$ cat config.mk
export PLATFORM = sky130hd
export DESIGN_NAME = display_capture_flat
export DESIGN_NICKNAME = d
export VERILOG_FILES = /design/src/rtl/display_pkg.sv /design/src/rtl/display_capture_if.sv /design/src/rtl/seg7_decode.sv /design/src/rtl/display_capture.sv /design/src/flat_wrapper.sv
export SDC_FILE = /design/constraint.sdc
export NUM_CORES = 1
export LEC_CHECK = 0
export BUFFER_PORTS_ARGS = -buffer_cell sky130_fd_sc_hd__buf_4
export CAP_MARGIN = 0
export CORE_MARGIN = 8
export CORE_UTILIZATION = 27
export CTS_CLUSTER_DIAMETER = 150
export CTS_CLUSTER_SIZE = 16
export DETAILED_ROUTE_END_ITERATION = 10
export PLACE_DENSITY_LB_ADDON = 0.08
export SYNTH_ARGS = -nofsm -noshare
export SYNTH_HDL_FRONTEND = slang
export SYNTH_HIERARCHICAL = 1
export SYNTH_SLANG_ARGS = --single-unit
export TNS_END_PERCENT = 20
$ cat constraint.sdc
create_clock -name master_clk -period 2.15 [get_ports master_clk]
set_clock_uncertainty 0.15 [all_clocks]
set_input_delay 0.43 -clock master_clk [delete_from_list [all_inputs] [get_ports master_clk]]
set_output_delay 0.43 -clock master_clk [all_outputs]
set_load 0.03 [all_outputs]
$ cat src/rtl/display_pkg.sv
// Shared constants and types for the seven-segment bus capture path.
// Segment patterns are active-low in gfedcba order; the anode bus is active-low.
package display_pkg;

   localparam logic [6:0] SEG_0     = 7'h40;
   localparam logic [6:0] SEG_1     = 7'h79;
   localparam logic [6:0] SEG_2     = 7'h24;
   localparam logic [6:0] SEG_3     = 7'h30;
   localparam logic [6:0] SEG_4     = 7'h19;
   localparam logic [6:0] SEG_5     = 7'h12;
   localparam logic [6:0] SEG_6     = 7'h02;
   localparam logic [6:0] SEG_7     = 7'h78;
   localparam logic [6:0] SEG_8     = 7'h00;
   localparam logic [6:0] SEG_9     = 7'h10;
   localparam logic [6:0] SEG_BLANK = 7'h7F;

   localparam logic [3:0]  AN_NONE  = 4'hF;
   localparam logic [11:0] IDLE_BUS = {4'hF, 8'hFF};

   // an[3] drives digit_1 (leftmost), an[0] drives digit_4
   localparam logic [1:0] POS_DIGIT_1 = 2'd3;
   localparam logic [1:0] POS_DIGIT_2 = 2'd2;
   localparam logic [1:0] POS_DIGIT_3 = 2'd1;
   localparam logic [1:0] POS_DIGIT_4 = 2'd0;

   typedef struct packed {
      logic       legal;
      logic       is_blank;
      logic [3:0] value;
   } seg_dec_t;

   typedef enum logic [1:0] {
      AN_IDLE,
      AN_ONE,
      AN_MULTI
   } an_class_t;

   function automatic an_class_t classify_an(input logic [3:0] an);
      int lows;
      lows = $countones(~an);
      if (lows == 0)      return AN_IDLE;
      else if (lows == 1) return AN_ONE;
      else                return AN_MULTI;
   endfunction

   function automatic logic [1:0] an_pos(input logic [3:0] an);
      logic [1:0] p;
      p = 2'd0;
      for (int i = 0; i < 4; i++)
         if (!an[i]) p = 2'(i);
      return p;
   endfunction

endpackage

$ cat src/rtl/display_capture_if.sv
// Multiplexed seven-segment bus plus the reconstructed display readback.
interface display_capture_if;
   logic [7:0] seg;
   logic [3:0] an;
   logic [3:0] digit_1;
   logic [3:0] digit_2;
   logic [3:0] digit_3;
   logic [3:0] digit_4;
   logic [3:0] digit_valid;
   logic [3:0] blank;
   logic       frame_done;
   logic       err_anode;
   logic       err_seg;

   modport master (
      output seg, an,
      input  digit_1, digit_2, digit_3, digit_4,
      input  digit_valid, blank, frame_done, err_anode, err_seg
   );

   modport slave (
      input  seg, an,
      output digit_1, digit_2, digit_3, digit_4,
      output digit_valid, blank, frame_done, err_anode, err_seg
   );
endinterface

$ cat src/rtl/seg7_decode.sv
// Combinational active-low seven-segment pattern decoder.
module seg7_decode
   import display_pkg::*;
(
   input  logic [6:0] pattern,
   output seg_dec_t   dec
);

   always_comb begin
      dec = '0;
      case (pattern)
         SEG_0:     dec = '{legal: 1'b1, is_blank: 1'b0, value: 4'd0};
         SEG_1:     dec = '{legal: 1'b1, is_blank: 1'b0, value: 4'd1};
         SEG_2:     dec = '{legal: 1'b1, is_blank: 1'b0, value: 4'd2};
         SEG_3:     dec = '{legal: 1'b1, is_blank: 1'b0, value: 4'd3};
         SEG_4:     dec = '{legal: 1'b1, is_blank: 1'b0, value: 4'd4};
         SEG_5:     dec = '{legal: 1'b1, is_blank: 1'b0, value: 4'd5};
         SEG_6:     dec = '{legal: 1'b1, is_blank: 1'b0, value: 4'd6};
         SEG_7:     dec = '{legal: 1'b1, is_blank: 1'b0, value: 4'd7};
         SEG_8:     dec = '{legal: 1'b1, is_blank: 1'b0, value: 4'd8};
         SEG_9:     dec = '{legal: 1'b1, is_blank: 1'b0, value: 4'd9};
         SEG_BLANK: dec = '{legal: 1'b1, is_blank: 1'b1, value: 4'd0};
         default:   dec = '0;
      endcase
   end

endmodule

$ cat src/rtl/display_capture.sv
// Reconstructs the four displayed digits from the multiplexed seg/an bus,
// accepting a bus value only after it has been stable for STABLE_CYCLES samples.
module display_capture
   import display_pkg::*;
#(
   parameter int STABLE_CYCLES = 64
) (
   input logic              master_clk,
   input logic              rst,
   display_capture_if.slave bus
);

   localparam int CW = $clog2(STABLE_CYCLES + 1);
   localparam logic [CW-1:0] CNT_MAX = CW'(STABLE_CYCLES);
   localparam logic [CW-1:0] CNT_ACC = CW'(STABLE_CYCLES - 1);

   logic [11:0]      sample;
   logic [11:0]      s_reg;
   logic [CW-1:0]    cnt;
   logic             same;
   logic             accept;

   seg_dec_t         dec;
   an_class_t        an_cls;
   logic [1:0]       pos;
   logic [3:0]       seen;
   logic [3:0]       seen_next;

   logic [3:0][3:0]  digits;
   logic [3:0]       digit_valid;
   logic [3:0]       blank;
   logic             frame_done;
   logic             err_anode;
   logic             err_seg;

   assign sample = {bus.an, bus.seg};
   assign same   = (sample == s_reg);
   // cnt saturates, so the accept compare can only match once per phase
   assign accept = same && (cnt == CNT_ACC);

   always_ff @(posedge master_clk or posedge rst) begin
      if (rst) begin
         s_reg <= IDLE_BUS;
         cnt   <= '0;
      end else begin
         s_reg <= sample;
         if (!same)
            cnt <= '0;
         else if (cnt != CNT_MAX)
            cnt <= cnt + 1'b1;
      end
   end

   seg7_decode u_decode (
      .pattern (bus.seg[6:0]),
      .dec     (dec)
   );

   always_comb begin
      an_cls    = classify_an(bus.an);
      pos       = an_pos(bus.an);
      seen_next = seen | (4'b0001 << pos);
   end

   always_ff @(posedge master_clk or posedge rst) begin
      if (rst) begin
         digits      <= '0;
         digit_valid <= '0;
         blank       <= '0;
         seen        <= '0;
         frame_done  <= 1'b0;
         err_anode   <= 1'b0;
         err_seg     <= 1'b0;
      end else begin
         frame_done <= 1'b0;
         err_anode  <= 1'b0;
         err_seg    <= 1'b0;
         if (accept) begin
            case (an_cls)
               AN_MULTI: err_anode <= 1'b1;
               AN_ONE: begin
                  if (!dec.legal) begin
                     err_seg <= 1'b1;
                  end else begin
                     if (dec.is_blank) begin
                        blank[pos] <= 1'b1;
                     end else begin
                        digits[pos]      <= dec.value;
                        digit_valid[pos] <= 1'b1;
                        blank[pos]       <= 1'b0;
                     end
                     // a completed mask reports the frame and starts the next one
                     if (seen_next == 4'hF) begin
                        frame_done <= 1'b1;
                        seen       <= '0;
                     end else begin
                        seen <= seen_next;
                     end
                  end
               end
               default: ;
            endcase
         end
      end
   end

   assign bus.digit_1     = digits[POS_DIGIT_1];
   assign bus.digit_2     = digits[POS_DIGIT_2];
   assign bus.digit_3     = digits[POS_DIGIT_3];
   assign bus.digit_4     = digits[POS_DIGIT_4];
   assign bus.digit_valid = digit_valid;
   assign bus.blank       = blank;
   assign bus.frame_done  = frame_done;
   assign bus.err_anode   = err_anode;
   assign bus.err_seg     = err_seg;

endmodule

$ cat src/flat_wrapper.sv
// flat-port wrapper written by rule: the top's interface ports become plain ports
module display_capture_flat import display_pkg::*;
#(
   parameter int STABLE_CYCLES = 64
)
  (master_clk, rst, bus_seg, bus_an, bus_digit_1, bus_digit_2, bus_digit_3, bus_digit_4, bus_digit_valid, bus_blank, bus_frame_done, bus_err_anode, bus_err_seg);
  display_capture_if bus_i ();
  input logic master_clk;
  input logic rst;
  input wire logic [$bits(bus_i.seg)-1:0] bus_seg;
  input wire logic [$bits(bus_i.an)-1:0] bus_an;
  output wire logic [$bits(bus_i.digit_1)-1:0] bus_digit_1;
  output wire logic [$bits(bus_i.digit_2)-1:0] bus_digit_2;
  output wire logic [$bits(bus_i.digit_3)-1:0] bus_digit_3;
  output wire logic [$bits(bus_i.digit_4)-1:0] bus_digit_4;
  output wire logic [$bits(bus_i.digit_valid)-1:0] bus_digit_valid;
  output wire logic [$bits(bus_i.blank)-1:0] bus_blank;
  output wire logic [$bits(bus_i.frame_done)-1:0] bus_frame_done;
  output wire logic [$bits(bus_i.err_anode)-1:0] bus_err_anode;
  output wire logic [$bits(bus_i.err_seg)-1:0] bus_err_seg;
  assign bus_i.seg = bus_seg;
  assign bus_i.an = bus_an;
  assign bus_digit_1 = bus_i.digit_1;
  assign bus_digit_2 = bus_i.digit_2;
  assign bus_digit_3 = bus_i.digit_3;
  assign bus_digit_4 = bus_i.digit_4;
  assign bus_digit_valid = bus_i.digit_valid;
  assign bus_blank = bus_i.blank;
  assign bus_frame_done = bus_i.frame_done;
  assign bus_err_anode = bus_i.err_anode;
  assign bus_err_seg = bus_i.err_seg;
  display_capture #(.STABLE_CYCLES(STABLE_CYCLES)) u_core (.master_clk(master_clk), .rst(rst), .bus(bus_i));
endmodule
## Yosys cells after proc, flatten, opt, wreduce, memory -nomap -nowiden

Index checks and enable logic that the tools add are counted.

| word-level totals | value |
|---|---|
| input bits | 14 |
| logic and storage cells | 74 |
| bits in registers | 50 |
| output and inout port bits | 27 |

| operators by class | value |
|---|---|
| bitwise logic cells | 7 |
| eq/ne operators | 18 |
| shift operators | 1 |
| reduce and logical (&&, ||, !) cells | 6 |
| order comparisons | 2 |
| add/subtract/negate cells | 4 |
| mux-type cells | 24 |

Operator list:

| cell | count |
|---|---|
| $pmux 6 s11 | 1 |
| $add 32x32->32 | 1 |
| $eq 32x2->1 const B | 1 |
| $logic_not 32->1 | 1 |
| $eq 7x7->1 const B | 4 |
| $eq 7x5->1 const B | 3 |
| $eq 7x6->1 const B | 3 |
| $bwmux 16 | 1 |
| $mux 7 | 2 |
| $eq 12x12->1 | 1 |
| $mux 4 | 3 |
| $or 4x4->4 | 3 |
| $mux 1 | 11 |
| $demux 4 s2 | 1 |
| $mux 2 | 4 |
| $not 4->4 | 2 |
| $add 7x1->7 const B | 1 |
| $eq 7x2->1 const B | 1 |
| $logic_not 7->1 | 1 |
| $ne 7x7->1 const B | 1 |
| $add 1x1->2 | 2 |
| $and 4x4->4 | 1 |
| $eq 4x4->1 const B | 1 |
| $reduce_and 4->1 | 1 |
| other kinds (10) | 11 |

## Depth between registers and ports, before layout

Gate-level depths: netlist of run 1.

| logic depth | value |
|---|---|
| word-level depth | 10 |
| mapped depth | 9 |
| mapped depth without buffers | 8 |

## By module

Netlist of run 1, hierarchy kept.

By module, submodules not included:

| module | area each (sq um) | times used | cells each | sequential area each (sq um) |
|---|---|---|---|---|
| display_capture | 2208.4 | 1 | 161 | 1266.2 |
| seg7_decode | 211.5 | 1 | 32 | 0.0 |

## Worst setup path after synthesis of run 1

Ideal clock, no wire load.

| timing | value |
|---|---|
| kind | input-to-reg |
| start | in bus_an[0] |
| end | reg u_core.digits, in the netlist u_core/bus.digit_3[1] |
| setup slack | -0.712 ns |
| path buffers | 1 |
| required time | 1.872 ns |
| setup time | 0.128 ns |
| data arrival time | 2.585 ns |
| cell stages on the path | 9 |
| cell sequence | fa_1 inv_1 ha_1 ha_1 nor2_1 nand3_1 buf_4 nor4b_4 mux2_1 |

| on the way | value |
|---|---|
| longest elaborated chain between the ends | 8 |
| elaborated cells between the ends (all ways) | 11 |
| those cells by class | add/sub (2); eq/ne (3); mux (2); bitwise (1); reduce/logical (3) |

RTL lines:

| what | RTL line | RTL |
|---|---|---|
| from (decl) | flat_wrapper.sv:11 | `input wire logic [$bits(bus_i.an)-1:0] bus_an;` |
| $not 4->4 | display_pkg.sv:40 | `lows = $countones(~an);` |
| $add 1x1->2 (not written as such) | display_pkg.sv:40 |  |
| $add 32x32->32 (not written as such) | display_pkg.sv:40 |  |
| $eq 32x2->1 | display_pkg.sv:42 | `else if (lows == 1) return AN_ONE;` |
| $mux 2 | display_pkg.sv:42 |  |
| $mux 2 | display_pkg.sv:41 | `if (lows == 0) return AN_IDLE;` |
| $eq 2x1->1 | display_capture.sv:79 | `case (an_cls)` |
| $reduce_and 4->1 (no source line) (*) | -- |  |
| to (signal, indexed assignment) | display_capture.sv:88 | `digits[pos] <= dec.value;` |
| to (decl) | display_capture.sv:29 | `logic [3:0][3:0] digits;` |

Every way passes the cells marked *; elsewhere a longest branch is shown, timed or not.
A chain may end at the register's enable or synchronous reset.

## Worst setup path after layout of run 1

| timing | value |
|---|---|
| start | in bus_an[0] |
| end | reg u_core.digits, in the netlist u_core/bus.digit_4[3] |

Same word-level chain as after synthesis.

==> results.py, run 1 <==
metrics = {
    "setup_path": {
        "worst-path-buf-inv": 4,
        "worstPathRequired_ps": 2220,
        "crit_path_frequent_cell": "ha_4",
        "cp_slowest_cell": "fa_1",
        "cp_top_family": "adder cells",
        "end_kind": "flop",
        "worstSetupPathType": "input port to flop",
        "startpoint_type": "input port",
        "critPathMaxStageDelay_ps": 540,
        "cp_cell_sequence": "buf_8 > fa_1 > inv_2 > ha_4 > ha_4 > nor2_4 > nand3_4 > buf_12 > nor4b_4 > buf_4 > mux2_4",
        "crit_path_max_fanout": 6,
        "critical_path_arrival_ps": 2610,
    },
    "sta": {
        "fin_crit_sh": 1.18,
        "tightestPinTransition_ps": 347,
        "rsz0062_at_grt": "true",
        "drv_slew": 0,
        "worst_slack_ps": -389,
        "setup_viol": 29,
        "post-route-min-period_ps": 2540,
        "clock.fmax_ghz": 0.394,
        "fin_tns_setup_ps": -8380,
        "hold_violations": 0,
        "maxSlewHeadroom": 0.768,
    },
    "placement": {
        "post-dp-hpwl_mm": 4.33,
        "place_ws_ps": -837,
        "port_buffers": 40,
        "routabilityCongestion": 0.727,
    },
    "global_route": {
        "met3_usage": 0.0254,
        "grt_use_met1": 0.137,
        "grt-ovfl-total": 0,
        "grt_pass1_wl_mm": 10.1,
        "grtUsageMet2": 0.151,
        "grt_max_degree": 51,
        "grt_pass1_vias": 1876,
        "grtUsageTotal": 0.101,
        "antenna_found_initial": 0,
        "busiest_layer": "met2",
    },
    "yosys": {
        "yosys_warnings": 6,
        "synth.most_common_cell": "dfrtp_1",
        "synth-xor-area-share": 0.0615,
        "synth_top_area_frac": 0.393,
        "ys_seq_elements": 50,
        "synth_cell_types": 51,
        "synth_ff_type": "dfrtp_1",
        "synthArstFlopShare": 1.00,
        "synthesis.instances": 193,
        "avgSynthCellArea_um2": 12.5,
        "synth.area.mux_share": 0.0972,
        "synth-adder-area-share": 0.0290,
        "synthSimpleGateAreaFrac": 0.208,
        "yosysTopAreaCell": "dfrtp_1",
        "syn_area_um2": 2420,
        "synth_edf_count": 0,
        "synth_common_cells": "dfrtp_1 (38), xor2_1 (14), nor2_1 (13)",
        "synth_top_family_by_area": "simple AND/OR/NAND/NOR gates",
        "synth_compound_area_frac": 0.0522,
        "synth_nets": 212,
        "synthTopCellsByArea": "dfrtp_1 (39%), dfstp_2 (13%), mux2_1 (5.6%)",
        "ys_seq_area_frac": 0.523,
    },
    "clocking": {
        "clk_pin_slew_ps": 110,
        "clock_latency_ps": 310,
        "clockBufferDepth": 2,
        "cts-root-buf": "clkbuf_8",
        "tritoncts": "yes",
        "cts.sinks": 50,
        "h-tree-depth": 2,
        "cts_buffers": 5,
    },
    "floorplan": {
        "io_pins": 41,
        "dieArea_um2": 12200,
        "start_util": 0.277,
        "dieHeight_um": 111,
        "rows": 34,
        "fp.coreArea_um2": 8720,
        "die_w_um": 111,
    },
    "finish": {
        "layout-drive-gt1-share": 0.581,
        "syn2layout_area_growth_pct": 45.6,
        "fillers": 868,
        "nets": 302,
        "largest_register_ffs": 12,
        "insertedDiodeCount": 0,
    },
    "drt": {
        "vias_per_cell": 4.55,
        "wirelength_mm": 6.07,
        "drt-pass1-iter-count": 4,
        "drt_iter0_drc": 26,
        "postRouteAntennaNets": 0,
        "drc": 0,
        "vias": 1782,
        "wl_per_cell_um": 15.5,
    },
    "flow_run": {
        "cap_violations": 0,
    },
    "run_status": {
        "violations": "negative setup slack",
        "status": "finished with violations",
    },
    "pwr": {
        "leakage_nw": 1.66,
        "ir_drop_mv": 0.236,
        "power_density_nw_per_um2": 507,
    },
    "worst_hold_path": {
        "min_path_type": "input port to flop",
    },
}
==> area by class of cell <==
class                           instances  area, um^2  area share
Clock inverter                          3        28.8     0.00817
Tap cell                              108         135      0.0384
Clock buffer                            5        68.8      0.0195
Timing Repair Buffer                   89         743       0.211
Inverter                                8        30.0     0.00852
Multi-Input combinational cell        129        1250       0.355
Sequential cell                        50        1270       0.359
==> final timing paths <==
path | slack [ps] | end | depth (start not counted) | start
setup / recovery | -390 | u_core/bus.digit_4[3] | 11 | bus_an[0]
hold / removal | 90 | u_core/s_reg[7] | 1 | bus_seg[7]
setup reg to reg | -180 | u_core/bus.digit_1[0] | 7 | u_core/s_reg[1]
hold reg to reg | 340 | u_core/bus.digit_valid[1] | 1 | u_core/bus.digit_valid[1]
max in group asynchronous | 990 | u_core/s_reg[11] | 4 | rst
min in group asynchronous | 560 | u_core/bus.digit_1[3] | 4 | rst
==> stage by stage <==
stage | utilization | hold slack [ps] | instance area [um^2] | instances | total power [W]
global placement | 0.365 | 316 | 3180 | 377 | 0.00118
detailed placement | 0.365 | 309 | 3180 | 377 | 0.00117
global route | 0.404 | 68.1 | 3520 | 392 | 0.00187
CTS | 0.400 | 71.1 | 3490 | 391 | 0.00181
finish | 0.404 | 87.7 | 3520 | 392 | 0.00179
floorplan | - | 284 | 2450 | 193 | 0.00108
==> worst register-to-register path, stage by stage (launching register included) <==
cell and delay [ps]:
dfstp_2 540, xor2_1 70, nor4_2 380, nand3_4 240, buf_4 210, nor3_4 200
buf_12 150, mux2_4 300
==> cells by family after synthesis <==
family / after synthesis
flops: 50
fa+ha+maj: 5
simple gates: 69
buf+inv: 14
xor+xnor: 17
compound gates: 17
mux: 21
==> power by group <==
group | leakage [nW] | internal (W) | switching [W]
Clock | 0.0506 | 0.000244 | 0.000360
Sequential | 0.657 | 0.000960 | 0.00000462
Combinational | 0.956 | 0.000104 | 0.000114
==> layout by cell type, fill, tap and decap left out, drive strengths merged, types with 2 or more instances in the layout <==
master | synthesis | final
dfrtp | 38 | 38
o21ai | 3 | 3
xnor2 | 3 | 3
nor4b | 3 | 3
inv | 8 | 10
or4 | 2 | 2
and3 | 2 | 2
xor2 | 14 | 14
nor3 | 8 | 8
or3 | 3 | 3
nand2 | 9 | 9
nor2 | 13 | 13
buf | 6 | 88
nor4 | 9 | 9
ha | 4 | 4
a31o | 2 | 2
clkbuf | 0 | 5
nor3b | 2 | 2
o21a | 5 | 5
nand3 | 5 | 5
or2 | 4 | 4
a21oi | 2 | 2
dfstp | 12 | 12
mux2 | 20 | 20
nand2b | 2 | 2
==> metal layers <==
layer / up-vias / routed length (um)
met2: 33 / 2760
met5: - / 0
met4: 0 / 71
li1: 859 / -
met1: 884 / 3030
met3: 6 / 216
==> what timing repair did <==
action,CTS,global route
pin swaps,9,10
gates cloned,1,0
gates resized for setup,29,11
endpoints found under the hold margin,5,0
buffers inserted,4,3
endpoints found under the setup margin,29,30
hold buffers,1,0
(Power assumes the default switching activity.)
==> inputs of run 2 (changes only) <==
BUFFER_PORTS_ARGS = default   (was -buffer_cell sky130_fd_sc_hd__buf_4)
CTS_CLUSTER_SIZE = 10   (was 16)
DONT_BUFFER_PORTS = 1   (was default)
==> results.py, run 2 (same netlist as run 1, synthesis figures left out) <==
metrics = {
    "global_route": {
        "grt-ovfl-total": 0,
        "grt_pass1_wl_mm": 10.1,
        "grt_max_degree": 28,
        "grtUsageTotal": 0.101,
        "grt_pass1_vias": 1797,
        "antenna_found_initial": 0,
    },
    "drt": {
        "drt_iter0_drc": 46,
        "wirelength_mm": 6.02,
        "wl_met2_mm": 2.86,
        "wl_met3_um": 395,
        "wl_per_cell_um": 17.2,
        "postRouteAntennaNets": 0,
        "drt-pass1-iter-count": 4,
        "vias_per_cell": 4.71,
        "drt-met1-wl_mm": 2.69,
        "drc": 0,
        "vias": 1648,
        "top_layer": "met4",
    },
    "clocking": {
        "cts.sinks": 50,
        "clk_pin_slew_ps": 90,
        "tritoncts": "yes",
        "clock_latency_ps": 300,
        "cts_buffers": 5,
        "clockBufferDepth": 2,
        "cts-root-buf": "clkbuf_8",
        "h-tree-depth": 2,
    },
    "finish": {
        "largest_register_ffs": 12,
        "fillers": 830,
        "layout_commonest_cell": "dfrtp_1",
        "multi_input_area_um2": 1230,
        "layout-drive-gt1-share": 0.434,
        "final_cell_mix": "dfrtp_1 (38), buf_4 (25), mux2_4 (16)",
        "layout.cells.non_filler": 350,
        "nets": 260,
        "regArea_um2": 1270,
        "syn2layout_area_growth_pct": 33.1,
        "insertedDiodeCount": 0,
    },
    "worst_hold_path": {
        "whs_path_depth": 3,
        "min_path_type": "input port to flop",
    },
    "sta": {
        "hold_violations": 0,
        "setup_viol": 28,
        "fin_crit_sh": 1.14,
        "tightestPinTransition_ps": 739,
        "rsz0062_at_grt": "true",
        "worst_slack_ps": -308,
        "drv_slew": 0,
        "holdWs_ps": 314,
        "post-route-min-period_ps": 2460,
        "clock.fmax_ghz": 0.407,
        "maxSlewHeadroom": 0.502,
    },
    "placement": {
        "port_buffers": 0,
        "place_ws_ps": -747,
        "dpl.cell_count": 320,
        "routabilityCongestion": 0.722,
        "post-dp-hpwl_mm": 4.31,
    },
    "pwr": {
        "power_density_nw_per_um2": 558,
        "ir_drop_mv": 0.326,
        "leakage_nw": 1.42,
        "finalPower_w": 0.00180,
    },
    "run_status": {
        "violations": "negative setup slack",
        "status": "finished with violations",
    },
    "setup_path": {
        "end_kind": "flop",
        "critPathMaxStageDelay_ps": 550,
        "worstSetupPathType": "input port to flop",
        "critical_path_arrival_ps": 2500,
        "crit_path_max_fanout": 10,
        "cp_slowest_cell": "fa_1",
        "crit_path_frequent_cell": "ha_4",
        "cp_cell_sequence": "fa_1 > inv_2 > ha_4 > ha_4 > nor2_4 > nand3_4 > buf_12 > nor4_2 > mux2_2",
        "reg2reg_slack_ps": -220,
        "r2r_cells": 6,
        "startpoint_type": "input port",
        "worstPathRequired_ps": 2190,
    },
    "floorplan": {
        "rows": 34,
        "io_pins": 41,
        "dieHeight_um": 111,
        "dieArea_um2": 12200,
        "die_w_um": 111,
        "fp.coreArea_um2": 8720,
        "start_util": 0.277,
    },
    "flow_run": {
        "cap_violations": 0,
    },
}
[run 2: cell types whose count changed in the layout (fill, tap and decap cells not counted), sizes merged]
cell / before / now
dlygate4sd3: 1 / 13
buf: 88 / 34
bufinv: 0 / 1
inv: 10 / 9
[run 2: path summary, 6_finish.rpt]
path,from,to
max,bus_an[3],flop
min,bus_an[3],u_core/seen[3]
max reg2reg,u_core/s_reg[1],u_core/bus.digit_2[3]
min reg2reg,u_core/seen[1],u_core/seen[1]
max in group asynchronous,rst,u_core/s_reg[2]
min in group asynchronous,rst,u_core/bus.digit_valid[0]
[run 2: worst max-delay path, delay by kind of cell]
family,cells,cell delay [ps]
buffers and inverters,2,220
multiplexers,1,380
adder cells (fa/ha/maj),3,930
AND/OR/NAND/NOR,3,540
[run 2: area by class of cell]
| cell class | instances | area share |
|---|---|---|
| clock buffer | 5 | 0.0214 |
| clock inverter | 3 | 0.0136 |
| inverter | 8 | 0.00932 |
| multi-input combinational | 129 | 0.383 |
| sequential | 50 | 0.393 |
| tap | 108 | 0.0419 |
| timing repair buffer | 47 | 0.138 |
[run 2: stage by stage]
stage          instance area [um^2]  utilization  setup TNS [ps]
2_1_floorplan                  2450            -          -13320
3_3_place_gp                   2760        0.316          -16520
3_5_place_dp                   2760        0.316          -17470
4_1_cts                        3210        0.368           -7080
5_1_grt                        3220        0.369           -8530
6_report                       3220        0.369           -6790
[run 2: per-layer routing]
metal / vias up / global-route usage
li1: 778 / -
met1: 823 / 0.124
met2: 39 / 0.162
met3: 8 / 0.0357
met4: 0 / 0.0297
met5: - / 0
[run 2: power by group]
group / switching, W / internal (W) / leakage [nW]
sequential: 0.00000466 / 0.000960 / 0.657
clock: 0.000320 / 0.000349 / 0.0585
combinational: 0.0000826 / 0.0000805 / 0.702
[run 2: what timing repair did]
item,CTS,global route
setup endpoints to repair,29,29
setup buffers,8,1
pin swaps,10,7
hold endpoints to repair,31,0
cloned,1,0
gates resized for setup,27,8
hold buffers,13,0
